`src/rtl/sss_generator.sv`:
```
// NR secondary synchronisation signal generator: two m-sequence LFSRs streamed as 127 BPSK bits over AXI-stream.
// Optional IQ mapping of each bit is enabled by defining SSS_GENERATOR_IQ_EN.
module sss_generator #(
  parameter int                 OUT_DW = 32,
  parameter logic signed [15:0] AMP    = 16'sh2000
) (
  input  logic              clk_i,
  input  logic              reset_i,
  input  logic [8:0]        N_id_1_i,
  input  logic [1:0]        N_id_2_i,
  input  logic              start_i,
  output logic              idle_o,
  output logic              error_o,
  output logic [9:0]        N_id_o,
  output logic              m_axis_out_tdata,
  output logic [OUT_DW-1:0] m_axis_iq_tdata,
  output logic              m_axis_out_tvalid,
  input  logic              m_axis_out_tready,
  output logic              m_axis_out_tlast
);

  typedef enum logic [1:0] {
    S_IDLE    = 2'd0,
    S_CALC    = 2'd1,
    S_ADVANCE = 2'd2,
    S_STREAM  = 2'd3
  } state_t;

  localparam logic [6:0] LFSR_INIT = 7'b0000001;
  localparam logic [6:0] LAST_IDX  = 7'd126;

  // Bit k of each state vector holds x(i+k); bit 0 is the current tap.
  function automatic logic [6:0] f_x0_step(input logic [6:0] s);
    return {s[4] ^ s[0], s[6:1]};
  endfunction

  function automatic logic [6:0] f_x1_step(input logic [6:0] s);
    return {s[1] ^ s[0], s[6:1]};
  endfunction

  state_t      r_state;
  state_t      w_state_nxt;
  logic [8:0]  r_nid1;
  logic [1:0]  r_nid2;
  logic [9:0]  r_nid;
  logic [6:0]  r_m0;
  logic [6:0]  r_m1;
  logic [6:0]  r_step;
  logic [6:0]  r_cnt;
  logic [6:0]  r_x0;
  logic [6:0]  r_x1;
  logic        r_idle;
  logic        r_error;
  logic        r_tvalid;
  logic        r_tdata;
  logic        r_tlast;

  logic [6:0]  w_step_nxt;
  logic [6:0]  w_cnt_nxt;
  logic [6:0]  w_x0_nxt;
  logic [6:0]  w_x1_nxt;
  logic [6:0]  w_m0;
  logic [6:0]  w_m1;
  logic [6:0]  w_m0_base;
  logic [6:0]  w_max;
  logic [9:0]  w_nid;
  logic        w_legal;
  logic        w_hs;
  logic        w_bit_nxt;

  assign w_legal   = (N_id_1_i <= 9'd335) && (N_id_2_i != 2'd3);
  assign w_nid     = ({1'b0, N_id_1_i} << 1) + {1'b0, N_id_1_i} + {8'd0, N_id_2_i};
  assign w_hs      = r_tvalid & m_axis_out_tready;
  assign w_max     = (r_m0 > r_m1) ? r_m0 : r_m1;
  assign w_bit_nxt = ~(w_x0_nxt[0] ^ w_x1_nxt[0]);

  // Cyclic shifts from the latched IDs; N_id_1 / 112 is resolved by comparing against 112 and 224.
  always_comb begin
    w_m0_base = 7'd0;
    w_m1      = 7'd0;
    w_m0      = 7'd0;
    if (r_nid1 >= 9'd224) begin
      w_m0_base = 7'd30;
      w_m1      = 7'(r_nid1 - 9'd224);
    end else if (r_nid1 >= 9'd112) begin
      w_m0_base = 7'd15;
      w_m1      = 7'(r_nid1 - 9'd112);
    end else begin
      w_m0_base = 7'd0;
      w_m1      = r_nid1[6:0];
    end
    case (r_nid2)
      2'd0:    w_m0 = w_m0_base;
      2'd1:    w_m0 = w_m0_base + 7'd5;
      2'd2:    w_m0 = w_m0_base + 7'd10;
      default: w_m0 = w_m0_base;
    endcase
  end

  // Next-state, LFSR and counter update logic.
  always_comb begin
    w_state_nxt = r_state;
    w_x0_nxt    = r_x0;
    w_x1_nxt    = r_x1;
    w_step_nxt  = r_step;
    w_cnt_nxt   = r_cnt;
    case (r_state)
      S_IDLE: begin
        if (start_i && w_legal) begin
          w_state_nxt = S_CALC;
        end else begin
          w_state_nxt = S_IDLE;
        end
      end
      S_CALC: begin
        w_x0_nxt    = LFSR_INIT;
        w_x1_nxt    = LFSR_INIT;
        w_step_nxt  = 7'd0;
        w_state_nxt = S_ADVANCE;
      end
      S_ADVANCE: begin
        // Each LFSR stops on its own shift; the state exits once the longer shift is done.
        if (r_step == w_max) begin
          w_cnt_nxt   = 7'd0;
          w_state_nxt = S_STREAM;
        end else begin
          if (r_step < r_m0) begin
            w_x0_nxt = f_x0_step(r_x0);
          end else begin
            w_x0_nxt = r_x0;
          end
          if (r_step < r_m1) begin
            w_x1_nxt = f_x1_step(r_x1);
          end else begin
            w_x1_nxt = r_x1;
          end
          w_step_nxt = r_step + 7'd1;
        end
      end
      S_STREAM: begin
        if (w_hs) begin
          w_x0_nxt = f_x0_step(r_x0);
          w_x1_nxt = f_x1_step(r_x1);
          if (r_cnt == LAST_IDX) begin
            w_state_nxt = S_IDLE;
          end else begin
            w_cnt_nxt = r_cnt + 7'd1;
          end
        end else begin
          w_state_nxt = S_STREAM;
        end
      end
      default: begin
        w_state_nxt = S_IDLE;
      end
    endcase
  end

  // State, datapath and registered outputs; outputs track the next state so a stall holds them.
  always_ff @(posedge clk_i) begin
    if (reset_i) begin
      r_state  <= S_IDLE;
      r_nid1   <= 9'd0;
      r_nid2   <= 2'd0;
      r_nid    <= 10'd0;
      r_m0     <= 7'd0;
      r_m1     <= 7'd0;
      r_step   <= 7'd0;
      r_cnt    <= 7'd0;
      r_x0     <= LFSR_INIT;
      r_x1     <= LFSR_INIT;
      r_idle   <= 1'b1;
      r_error  <= 1'b0;
      r_tvalid <= 1'b0;
      r_tdata  <= 1'b0;
      r_tlast  <= 1'b0;
    end else begin
      r_state <= w_state_nxt;
      r_step  <= w_step_nxt;
      r_cnt   <= w_cnt_nxt;
      r_x0    <= w_x0_nxt;
      r_x1    <= w_x1_nxt;
      if ((r_state == S_IDLE) && start_i && w_legal) begin
        r_nid1 <= N_id_1_i;
        r_nid2 <= N_id_2_i;
        r_nid  <= w_nid;
      end
      if (r_state == S_CALC) begin
        r_m0 <= w_m0;
        r_m1 <= w_m1;
      end
      r_error  <= (r_state == S_IDLE) && start_i && !w_legal;
      r_idle   <= (w_state_nxt == S_IDLE);
      r_tvalid <= (w_state_nxt == S_STREAM);
      r_tdata  <= (w_state_nxt == S_STREAM) ? w_bit_nxt : 1'b0;
      r_tlast  <= (w_state_nxt == S_STREAM) && (w_cnt_nxt == LAST_IDX);
    end
  end

  assign idle_o            = r_idle;
  assign error_o           = r_error;
  assign N_id_o            = r_nid;
  assign m_axis_out_tvalid = r_tvalid;
  assign m_axis_out_tdata  = r_tdata;
  assign m_axis_out_tlast  = r_tlast;

`ifdef SSS_GENERATOR_IQ_EN
  localparam int                      HALF    = OUT_DW / 2;
  localparam logic signed [HALF-1:0] AMP_POS = HALF'(AMP);
  localparam logic signed [HALF-1:0] AMP_NEG = -AMP_POS;

  logic [OUT_DW-1:0] r_iq;

  // BPSK to IQ: real half carries +/-AMP, imaginary half is zero.
  always_ff @(posedge clk_i) begin
    if (reset_i) begin
      r_iq <= {OUT_DW{1'b0}};
    end else if (w_state_nxt == S_STREAM) begin
      r_iq <= {{(OUT_DW-HALF){1'b0}}, (w_bit_nxt ? AMP_POS : AMP_NEG)};
    end else begin
      r_iq <= {OUT_DW{1'b0}};
    end
  end

  assign m_axis_iq_tdata = r_iq;
`else
  assign m_axis_iq_tdata = OUT_DW'(AMP) & {OUT_DW{1'b0}};
`endif

endmodule

```
`config.mk`:
```
export PLATFORM = sky130hd
export DESIGN_NAME = sss_generator
export DESIGN_NICKNAME = d
export VERILOG_FILES = /design/src/rtl/sss_generator.sv
export SDC_FILE = /design/constraint.sdc
export NUM_CORES = 1
export LEC_CHECK = 0
export ABC_AREA = 1
export CAP_MARGIN = 25
export CORE_ASPECT_RATIO = 0.6
export CORE_MARGIN = 3
export CORE_UTILIZATION = 49
export DETAILED_ROUTE_END_ITERATION = 10
export PLACE_DENSITY = 0.72
export RECOVER_POWER = 25
export SETUP_SLACK_MARGIN = 0.2
export SYNTH_ARGS = -nofsm -noshare
export SYNTH_HDL_FRONTEND = slang
export SYNTH_SLANG_ARGS = --single-unit
```
`constraint.sdc`:
```
create_clock -name clk_i -period 3.3 [get_ports clk_i]
set_clock_uncertainty 0.1 [all_clocks]
set_input_delay 0.66 -clock clk_i [delete_from_list [all_inputs] [get_ports clk_i]]
set_output_delay 0.66 -clock clk_i [all_outputs]
set_load 0.02 [all_outputs]
```
==> results.py, run 1 <==
metrics = {
    "run_status": {
        "status": "complete, no violations",
    },
    "worst_hold_path": {
        "holdCritPathClass": "reg -> reg",
    },
    "worst_setup_path": {
        "cp.required_ns": 3.47,
        "cp_max_fo": 2,
        "slowest_stage_delay_cp_ns": 0.56,
        "critical_path.startpoint_type": "input pin",
        "worst_ep_arrival_time_ns": 3.14,
        "crit_path_cell_trace": "clkdlybuf4s50_1, fa_1, ha_1, inv_1, fa_2, o21ai_2, nand2_1, nand2_1, a21oi_1, o21ai_1, a21oi_1, xor2_1, a21oi_1",
        "timing.critical_path.slowest_stage_cell": "sky130_fd_sc_hd__fa_1",
        "critPathCaptureType": "register",
        "critical_path_class": "in -> reg",
        "critical_path.most_common_cell": "sky130_fd_sc_hd__a21oi_1",
    },
    "global_routing": {
        "gr-usage-all-layers_pct": 21.70,
        "grt-ovfl-total": 0,
        "grt_start_max_net_pins": 27,
        "grt_pass1_vias": 3719,
        "grt_pass1_wl_microns": 18540,
        "antenna_found_initial": 0,
    },
    "synthesis": {
        "synth_cells": 657,
        "simple_gate_portion_of_the_synthesized_area_pct": 24.05,
        "yosys-top-cells-area": "sky130_fd_sc_hd__dfxtp_1 (30%), sky130_fd_sc_hd__ha_1 (13%), sky130_fd_sc_hd__inv_1 (8.4%)",
        "synth_xor_xnor_area_share_pct": 2.825,
        "synth.area.mux_share_pct": 0,
        "synth_compound_gate_area_share_pct": 14.21,
        "synthDominantAreaCellType": "sky130_fd_sc_hd__dfxtp_1",
        "largest_family_of_logic_cells_by_synthesized_area": "simple AND/OR/NAND/NOR gates",
        "ys_warn_count": 0,
        "synth-adder-area-share_pct": 13.77,
        "yosysUniqueCellTypes": 43,
        "seq_area_frac_synth_pct": 29.70,
        "yosys_register_bits": 69,
        "synth_area_sq_mm": 0.004651,
        "avg_cell_area_syn_sq_um": 7.079,
        "netlist.area_leader.share_pct": 29.70,
    },
    "routing": {
        "drcViolationCount": 0,
        "via_per_inst": 5.162,
        "iter_0_drt_violations": 367,
        "detailroute.via_count": 4274,
        "drt-total-wl_microns": 11290,
        "drt_pre_antenna_iters": 7,
        "routed_wire_length_per_instance_microns": 13.64,
        "antenna_left": 0,
    },
    "placed_design": {
        "port_buffers": 29,
        "postPlaceCellArea_sq_mm": 0.005024,
        "placement.setup.worst_slack_ns": -0.2537,
        "dpl.hpwl_microns": 8849,
        "finalWeightedCongestion": 0.9362,
        "placed_cell_count": 812,
    },
    "sta": {
        "final.setup.worst_slack_ns": 0.3299,
        "finalCritPeriodShare_pct": 90.00,
        "setup_viol": 0,
        "holdWs_ns": 0.3742,
        "max_clock_freq_mhz": 336.7,
        "report.final.slew_viol_count": 0,
        "worstMarginPinSlew_ns": 0.8606,
        "hold_viol_final": 0,
        "final.setup.tns_ns": 0,
        "finalWorstPathRequiredPeriod_ns": 2.970,
        "grt_setup_unrepaired": "true",
        "worst_slew_margin_rel_pct": 41.90,
    },
    "clock_tree": {
        "cts-root-to-sink-buffers": 2,
        "cts_hold_buf": 0,
        "clkLatencyLatePin_ns": 0.34,
        "clkTransAtPathRegs_ns": 0.06,
        "clock_sink_count": 69,
        "h_tree_levels": 3,
        "cts_root_buffer": "sky130_fd_sc_hd__clkbuf_16",
        "tritoncts": "built",
        "cts_inserted_buffers": 9,
    },
    "pwr": {
        "pwr_dens_mw_per_mm2": 528.2,
        "power_leakage_nw": 2.514,
        "vdd_drop_max_v": 0.0002820,
        "total_power_mw": 2.813,
    },
    "floorplan": {
        "die_h_microns": 81.47,
        "starting_density_pct": 52.56,
        "die_area_sq_mm": 0.01073,
        "core_region_area_sq_mm": 0.008848,
        "top_level_ports": 62,
        "core.rowCount": 26,
        "floorplan.die.width_microns": 131.8,
    },
    "finish": {
        "number_of_nets_at_the_end_of_the_flow": 762,
        "finalCoreUtilization_pct": 60.18,
        "finish.cell_count_without_fillers": 828,
        "area_growth_pct": 14.50,
        "antenna-diode-count": 0,
        "layout_commonest_cell": "sky130_fd_sc_hd__inv_1",
        "fill_cells": 790,
        "layout-drive-gt1-share_pct": 8.262,
        "final_cell_mix": "sky130_fd_sc_hd__inv_1 (105), sky130_fd_sc_hd__nand2_1 (99), sky130_fd_sc_hd__dfxtp_1 (69)",
        "final_instance_area_sq_mm": 0.005325,
    },
    "flow_run": {
        "max_cap_check_violation_count": 0,
    },
}
## timing repair
item,4_1_cts,5_1_grt
gates resized for setup,2,6
setup buffers,0,0
setup endpoints to repair,1,28
gates cloned,0,0
pin swaps,0,1
hold endpoints to repair,0,0
## metal layers
layer | global-route usage, % | wire (microns) | vias up
li1 | - | - | 2146
met1 | 33.80 | 6094 | 1959
met2 | 29.86 | 4244 | 159
met3 | 4.835 | 841 | 10
met4 | 5.136 | 111 | 0
met5 | 0 | 0 | -
## synthesized netlist by cell type
cell type and number:
sky130_fd_sc_hd__ha_1 48, sky130_fd_sc_hd__o31ai_1 1, sky130_fd_sc_hd__o22ai_1 7, sky130_fd_sc_hd__inv_2 6
sky130_fd_sc_hd__clkbuf_1 10, sky130_fd_sc_hd__o32ai_1 1, sky130_fd_sc_hd__nor2_1 61, sky130_fd_sc_hd__a21oi_2 1
sky130_fd_sc_hd__xor2_1 8, sky130_fd_sc_hd__nor3_2 1, sky130_fd_sc_hd__buf_2 1, sky130_fd_sc_hd__conb_1 1
sky130_fd_sc_hd__o21ai_1 3, sky130_fd_sc_hd__nand2_4 2, sky130_fd_sc_hd__xnor2_1 7, sky130_fd_sc_hd__nand4_1 9
sky130_fd_sc_hd__o21ai_0 36, sky130_fd_sc_hd__nand3_1 46, sky130_fd_sc_hd__o221ai_1 1, sky130_fd_sc_hd__or2_0 1
sky130_fd_sc_hd__nor2_2 3, sky130_fd_sc_hd__nand2_1 99, sky130_fd_sc_hd__or2_1 1, sky130_fd_sc_hd__a22oi_1 2
sky130_fd_sc_hd__buf_4 33, sky130_fd_sc_hd__or2_2 2, sky130_fd_sc_hd__a21oi_1 60, sky130_fd_sc_hd__nand3_4 1
sky130_fd_sc_hd__o21a_1 1, sky130_fd_sc_hd__nor3_1 6, sky130_fd_sc_hd__nor2_4 4, sky130_fd_sc_hd__fa_1 2
sky130_fd_sc_hd__a211oi_1 2, sky130_fd_sc_hd__o311ai_0 1, sky130_fd_sc_hd__inv_1 104, sky130_fd_sc_hd__a31oi_1 3
sky130_fd_sc_hd__and3_1 2, sky130_fd_sc_hd__buf_6 1, sky130_fd_sc_hd__a21boi_0 1, sky130_fd_sc_hd__dfxtp_1 69
sky130_fd_sc_hd__nand4_2 1, sky130_fd_sc_hd__o211ai_1 2, sky130_fd_sc_hd__nand2_2 6
## worst paths after layout
check / slack [ns] / to / cells after the start / start
min reg2reg: 0.37 / r_nid1[3] / 2 / r_nid1[3]
min: 0.37 / r_nid1[3] / 2 / r_nid1[3]
max: 0.33 / N_id_o[9] / 13 / N_id_1_i[0]
max reg2reg: 0.47 / r_x0[3] / 18 / r_m1[4]
## area by class of cell
type,count,area (sq um),share of cell area (%)
sequential,69,1381,25.94
clock buffer,9,225.2,4.229
clock inverter,7,50.05,0.9398
tap,126,157.7,2.961
multi-input combinational,464,2706,50.82
inverter,110,412.9,7.754
timing repair buffer,43,391.6,7.354
## worst max-delay path: cells and delay by family
family,cells,cell delay (ns)
adder cells (fa/ha/maj),3,1.08
XOR/XNOR,1,0.14
AO/OA/AOI/OAI,5,0.59
AND/OR/NAND/NOR,2,0.16
buffers and inverters,2,0.51
## state kept, by name, summed over array words and instances (netlist names), 2 cells and up
register / cells
r_x1: 7
r_nid1: 9
r_x0: 7
r_nid2: 2
r_step: 7
r_m0: 6
r_state: 2
r_cnt: 7
N_id_o: 10
r_m1: 7
## power by group
| group | leakage, nW | switching (mW) | internal, mW |
|---|---|---|---|
| clock network | 0.128 | 0.373 | 0.509 |
| logic | 1.82 | 0.652 | 0.330 |
| registers | 0.561 | 0.0542 | 0.894 |
| total | 2.51 | 1.08 | 1.73 |
## logic make-up (layout without fill, tap and decap cells)
kind of cell             after synthesis  in the layout
buffers and inverters                155            169
flip-flops                            69             69
other                                  1             32
AND/OR/NAND/NOR                      245            245
XOR/XNOR                              15             15
AO/OA/AOI/OAI                        122            122
adder cells (fa/ha/maj)               50             50
Power figures use the tool's default switching activity.
==> run 2: changes to the inputs <==
--- a/config.mk
+++ b/config.mk
@@ -11,7 +11,9 @@
 export CORE_MARGIN = 3
 export CORE_UTILIZATION = 49
 export DETAILED_ROUTE_END_ITERATION = 10
-export PLACE_DENSITY = 0.72
+export DONT_BUFFER_PORTS = 1
+export MAX_ROUTING_LAYER = met4
+export PLACE_DENSITY = 0.64
 export RECOVER_POWER = 25
 export SETUP_SLACK_MARGIN = 0.2
 export SYNTH_ARGS = -nofsm -noshare
==> run 2 against run 1 <==
Utilization shrank 3.1 points. Count of clock-buffer cells in the layout grew 1. Highest routed layer unchanged. Maximum frequency grew 6.1%. Critical endpoint is now r_x1[1]. Largest cell class unchanged. Hold slack lost 0.091 ns. Clock power grew 37%. Power grew 8.4%. Combinational power shrank 12%. Cell count shrank 4.6%. Sequential share of layout area grew 1.4 points. Non-clock buffer count shrank 38. Global-route usage grew 1.1 points. Flip-flop and latch count is the same.
==> results.py, run 2 (synthesized netlist as in run 1, its figures left out) <==
metrics = {
    "run_status": {
        "status": "complete, no violations",
    },
    "routing": {
        "detailroute.via_count": 4062,
        "antenna_left": 0,
        "drt_pre_antenna_iters": 6,
        "iter_0_drt_violations": 374,
        "drt-total-wl_microns": 11570,
        "drcViolationCount": 0,
        "via_per_inst": 5.142,
        "routed_wire_length_per_instance_microns": 14.65,
    },
    "worst_setup_path": {
        "worst_ep_arrival_time_ns": 2.93,
        "critical_path.startpoint_type": "register",
        "critical_path_class": "reg -> reg",
        "cp_max_fo": 12,
        "cp.required_ns": 3.43,
        "critPathCaptureType": "register",
    },
    "floorplan": {
        "core_region_area_sq_mm": 0.008848,
        "starting_density_pct": 52.56,
        "die_area_sq_mm": 0.01073,
        "floorplan.die.width_microns": 131.8,
        "core.rowCount": 26,
        "top_level_ports": 62,
        "die_h_microns": 81.47,
    },
    "finish": {
        "final_cell_mix": "sky130_fd_sc_hd__inv_1 (105), sky130_fd_sc_hd__nand2_1 (99), sky130_fd_sc_hd__dfxtp_1 (69)",
        "number_of_nets_at_the_end_of_the_flow": 724,
        "layout_commonest_cell": "sky130_fd_sc_hd__inv_1",
        "area_growth_pct": 8.555,
        "layout-drive-gt1-share_pct": 7.229,
        "fill_cells": 856,
        "antenna-diode-count": 0,
        "largest_reg_flops": 10,
    },
    "sta": {
        "grt_setup_unrepaired": "false",
        "setup_viol": 0,
        "finalCritPeriodShare_pct": 84.82,
        "worst_slew_margin_rel_pct": 38.68,
        "final.setup.worst_slack_ns": 0.5008,
        "report.final.slew_viol_count": 0,
        "finalWorstPathRequiredPeriod_ns": 2.799,
        "worstMarginPinSlew_ns": 0.9082,
        "max_clock_freq_mhz": 357.2,
        "final.setup.tns_ns": 0,
        "hold_viol_final": 0,
    },
    "clock_tree": {
        "cts_hold_buf": 0,
        "h_tree_levels": 3,
        "cts.repair_timing.setup_buffer_count": 0,
        "cts_root_buffer": "sky130_fd_sc_hd__clkbuf_16",
        "cts-root-to-sink-buffers": 2,
        "clkLatencyLatePin_ns": 0.34,
        "clock_sink_count": 69,
        "tritoncts": "built",
        "clkTransAtPathRegs_ns": 0.06,
        "cts_inserted_buffers": 9,
        "cts_resized": 0,
    },
    "placed_design": {
        "placement.setup.worst_slack_ns": 0.2333,
        "port_buffers": 0,
        "dpl.hpwl_microns": 8904,
        "finalWeightedCongestion": 0.9401,
    },
    "global_routing": {
        "grt_pass1_vias": 3654,
        "gr-usage-all-layers_pct": 22.77,
        "grt_start_max_net_pins": 28,
        "grt-ovfl-total": 0,
        "grt_pass1_wl_microns": 18670,
        "antenna_found_initial": 0,
    },
    "worst_hold_path": {
        "holdCritPathClass": "in -> reg",
    },
    "pwr": {
        "vdd_drop_max_v": 0.0002837,
        "power_leakage_nw": 2.378,
        "total_power_mw": 3.050,
        "pwr_dens_mw_per_mm2": 604.0,
    },
    "flow_run": {
        "max_cap_check_violation_count": 0,
    },
}
run 2: changes by cell type in the layout (fill, tap and decap cells not counted), moves of 2 or more:
cell | before | now
sky130_fd_sc_hd__o21ai_0 | 34 | 36
sky130_fd_sc_hd__clkinvlp_4 | 3 | 0
sky130_fd_sc_hd__dlygate4sd3_1 | 16 | 0
sky130_fd_sc_hd__clkdlybuf4s50_1 | 13 | 0
sky130_fd_sc_hd__buf_4 | 13 | 5
sky130_fd_sc_hd__bufinv_16 | 0 | 4
run 2: path summary, 6_finish.rpt:
check / startpoint / to / slack, ns / cells after the start
worst min-delay path: reset_i / error_o / 0.28 / 1
worst max-delay path: r_m1[5] / r_x1[1] / 0.50 / 18
worst max register to register: r_m1[5] / r_x1[1] / 0.50 / 18
worst min register to register: r_nid1[3] / r_nid1[3] / 0.37 / 2
run 2: area by class of cell:
class | instances | area, sq um | share of cell area, %
multi-input combinational | 464 | 2686 | 53.21
sequential | 69 | 1381 | 27.36
inverter | 110 | 412.9 | 8.178
clock buffer | 10 | 239.0 | 4.734
tap | 126 | 157.7 | 3.123
clock inverter | 6 | 133.9 | 2.652
timing repair buffer | 5 | 37.54 | 0.7435
run 2: per-layer routing:
layer / part of all wire [%] / vias to the layer above / global-route usage, %
met3: 9.6 / 17 / 6.426
met5: 0 / - / -
met4: 1.3 / 0 / 6.080
met1: 52 / 1832 / 33.81
li1: - / 2070 / -
met2: 37 / 143 / 29.55
run 2: per-stage QoR:
| step | hold WS (ns) | area [sq um] | instances | utilization, % |
|---|---|---|---|---|
| floorplan | 0.3447 | 4767 | 688 | - |
| global placement | 0.3643 | 4666 | 774 | 52.73 |
| detailed placement | 0.3685 | 4666 | 774 | 52.73 |
| CTS | 0.2773 | 5039 | 790 | 56.94 |
| global route | 0.2741 | 5049 | 790 | 57.06 |
| finish | 0.2836 | 5049 | 790 | 57.06 |
run 2: report_power, final:
part | switching (mW) | leakage [nW] | internal, mW | total (mW)
combinational | 0.591 | 1.63 | 0.274 | 0.865
clock | 0.371 | 0.183 | 0.835 | 1.21
sequential | 0.0852 | 0.561 | 0.894 | 0.979
total | 1.05 | 2.38 | 2.00 | 3.05
run 2: worst max-delay path, cell delays in order (launching register included):
cell and delay [ns]:
sky130_fd_sc_hd__dfxtp_1 0.34, sky130_fd_sc_hd__inv_1 0.10, sky130_fd_sc_hd__ha_1 0.32, sky130_fd_sc_hd__inv_1 0.07
sky130_fd_sc_hd__nor2_1 0.04, sky130_fd_sc_hd__a21oi_1 0.18, sky130_fd_sc_hd__nand2_2 0.20, sky130_fd_sc_hd__nand2_4 0.18
sky130_fd_sc_hd__nand2_1 0.08, sky130_fd_sc_hd__nand3_1 0.07, sky130_fd_sc_hd__nand2_1 0.06, sky130_fd_sc_hd__nor2_2 0.25
sky130_fd_sc_hd__nand3_4 0.15, sky130_fd_sc_hd__nand2_4 0.13, sky130_fd_sc_hd__o21ai_1 0.08, sky130_fd_sc_hd__inv_2 0.12
sky130_fd_sc_hd__nor2_1 0.05, sky130_fd_sc_hd__a21oi_1 0.11, sky130_fd_sc_hd__nor2_1 0.05
==> run 3: changes to the inputs <==
--- a/config.mk
+++ b/config.mk
@@ -13,7 +13,7 @@
 export DETAILED_ROUTE_END_ITERATION = 10
 export DONT_BUFFER_PORTS = 1
 export MAX_ROUTING_LAYER = met4
-export PLACE_DENSITY = 0.64
+export PLACE_DENSITY = 0.66
 export RECOVER_POWER = 25
 export SETUP_SLACK_MARGIN = 0.2
 export SYNTH_ARGS = -nofsm -noshare
==> constraint.sdc (replaced) <==
create_clock -name clk_i -period 2.3 [get_ports clk_i]
set_clock_uncertainty 0.1 [all_clocks]
set_input_delay 0.46 -clock clk_i [delete_from_list [all_inputs] [get_ports clk_i]]
set_output_delay 0.46 -clock clk_i [all_outputs]
set_load 0.02 [all_outputs]
==> run 3 against run 2 <==
Register-to-register slack lost 0.70 ns. Largest power group is now combinational cells. Critical endpoint is now m_axis_out_tdata. Clock power increased by 7%. First-iteration DRC count decreased by 21%. The run now ends with setup timing left. Combinational power rose by 110%. Design area up 13%. Cell count is 7.8% higher. Sequential power rose by 43%. Flip-flop and latch count stayed put.
==> results.py, run 3 (synthesized netlist as in run 1, its figures left out) <==
metrics = {
    "worst_setup_path": {
        "slowest_stage_delay_cp_ns": 0.33,
        "crit-reg2reg-capture": "m_axis_out_tdata",
        "cp_max_fo": 6,
        "cp.required_ns": 2.43,
        "worstPathBufferInverterCount": 2,
        "critPathCaptureType": "register",
        "ff2ff_path_depth": 18,
        "endpoint": "m_axis_out_tdata",
        "path_delay_family": "simple AND/OR/NAND/NOR gates",
        "critical_path_class": "reg -> reg",
        "crit_start": "r_m1[4]",
        "r2r_setup_slack_ns": -0.20,
        "timing.critical_path.slowest_stage_cell": "sky130_fd_sc_hd__dfxtp_2",
        "crit_path_cell_trace": "inv_2, ha_4, nand2_4, nor2_4, nand2_2, nand2_4, buf_4, nand3_1, nand3_1, nand2_2, nor2_4, nand3_4, nor2_4, nand2_1, nand3_1, nand2_1, nand2_1, a21oi_1",
        "timing.critical_path.depth": 18,
        "critical_path.startpoint_type": "register",
        "timing.rr.start": "r_m1[4]",
        "worst_ep_arrival_time_ns": 2.63,
    },
    "clock_tree": {
        "cts-root-to-sink-buffers": 2,
        "clkLatencyLatePin_ns": 0.34,
        "h_tree_levels": 3,
        "tritoncts": "built",
        "cts_inserted_buffers": 9,
        "clock_sink_count": 69,
        "cts_root_buffer": "sky130_fd_sc_hd__clkbuf_16",
        "clkTransAtPathRegs_ns": 0.06,
    },
    "routing": {
        "antenna_left": 0,
        "via_per_inst": 5.099,
        "drcViolationCount": 0,
        "drt_pre_antenna_iters": 4,
        "routed_wire_length_per_instance_microns": 14.18,
        "drt-total-wl_microns": 12080,
        "detailroute.via_count": 4344,
        "iter_0_drt_violations": 294,
    },
    "sta": {
        "max_clock_freq_mhz": 400.3,
        "report.final.slew_viol_count": 0,
        "finalWorstPathRequiredPeriod_ns": 2.498,
        "final.setup.worst_slack_ns": -0.1979,
        "hold_viol_final": 0,
        "grt_setup_unrepaired": "true",
        "holdWs_ns": 0.08141,
        "setup_viol": 33,
        "finalCritPeriodShare_pct": 108.6,
    },
    "finish": {
        "layout_commonest_cell": "sky130_fd_sc_hd__inv_1",
        "antenna-diode-count": 0,
        "layout-drive-gt1-share_pct": 23.42,
        "area_growth_pct": 23.14,
        "fill_cells": 773,
        "number_of_nets_at_the_end_of_the_flow": 786,
        "final_instance_area_sq_mm": 0.005727,
        "largest_reg_flops": 10,
        "final_cell_mix": "sky130_fd_sc_hd__inv_1 (97), sky130_fd_sc_hd__nand2_1 (87), sky130_fd_sc_hd__dfxtp_1 (62), sky130_fd_sc_hd__buf_4 (62), sky130_fd_sc_hd__nor2_1 (58)",
        "finish.cell_count_without_fillers": 852,
    },
    "placed_design": {
        "finalWeightedCongestion": 0.9409,
        "placed_cell_count": 824,
        "dpl.hpwl_microns": 9110,
        "postPlaceCellArea_sq_mm": 0.005160,
        "port_buffers": 0,
    },
    "pwr": {
        "total_power_mw": 4.468,
        "pwr_dens_mw_per_mm2": 780.1,
        "vdd_drop_max_v": 0.0004312,
        "power_leakage_nw": 2.660,
    },
    "floorplan": {
        "top_level_ports": 62,
        "starting_density_pct": 52.56,
        "die_area_sq_mm": 0.01073,
        "floorplan.die.width_microns": 131.8,
        "die_h_microns": 81.47,
        "core.rowCount": 26,
        "core_region_area_sq_mm": 0.008848,
    },
    "run_status": {
        "status": "finished, violations left",
        "failing_checks": "setup timing",
    },
    "global_routing": {
        "grt_start_max_net_pins": 32,
        "grt_pass1_vias": 4038,
        "grt_pass1_wl_microns": 19690,
        "grt-ovfl-total": 0,
        "gr-usage-all-layers_pct": 23.72,
        "antenna_found_initial": 0,
    },
    "worst_hold_path": {
        "holdCritPathClass": "in -> reg",
    },
    "flow_run": {
        "max_cap_check_violation_count": 0,
    },
}
-- run 3: area by class of cell --
type / instances / area, sq um / area share (%)
multi-input cells: 465 / 2965 / 51.78
flip-flops and latches: 69 / 1390 / 24.27
repair buffers: 66 / 519.2 / 9.067
inverters: 110 / 417.9 / 7.297
clock buffers: 9 / 225.2 / 3.933
well taps: 126 / 157.7 / 2.753
clock inverters: 7 / 51.30 / 0.8958
-- run 3: worst min-delay path by stage --
| stage | from | endpoint | slack [ns] | cells past startpoint |
|---|---|---|---|---|
| 2_1_floorplan | r_nid1[1] | r_nid1[1] | 0.34 | 2 |
| 3_3_place_gp | r_nid1[0] | r_nid1[0] | 0.36 | 2 |
| 3_5_place_dp | r_nid1[0] | r_nid1[0] | 0.36 | 2 |
| 4_1_cts | reset_i | r_m0[4] | 0.06 | 1 |
| 5_1_grt | reset_i | r_m0[4] | 0.07 | 1 |
| 6_report | reset_i | r_x0[1] | 0.08 | 1 |
-- run 3: through the flow --
stage / util (%) / TNS (ns) / setup slack [ns]
finish: 64.72 / -4.639 / -0.1979
global route: 64.72 / -9.784 / -0.3673
CTS: 63.52 / -3.713 / -0.1736
detailed placement: 58.31 / -5.383 / -0.3372
global placement: 58.31 / -3.711 / -0.2222
floorplan: - / -0.1617 / -0.1617
-- run 3: routing by layer --
metal / wire length (microns) / GRT usage (%)
met5: 0 / -
met1: 6165 / 33.30
met3: 1001 / 7.038
met4: 164 / 6.289
met2: 4751 / 33.20
-- run 3: power by group --
group	total [mW]	switching, mW	internal [mW]
Combinational	1.78	1.05	0.733
Sequential	1.40	0.115	1.28
Clock	1.29	0.556	0.732
-- run 3: timing repair --
action / in CTS / in global routing
endpoints found under the setup margin: 35 / 48
resized for setup: 29 / 25
gates cloned: 2 / 0
hold buffers: 0 / 0
setup buffers: 7 / 3
pin swaps: 16 / 16
hold endpoints to repair: 0 / 0
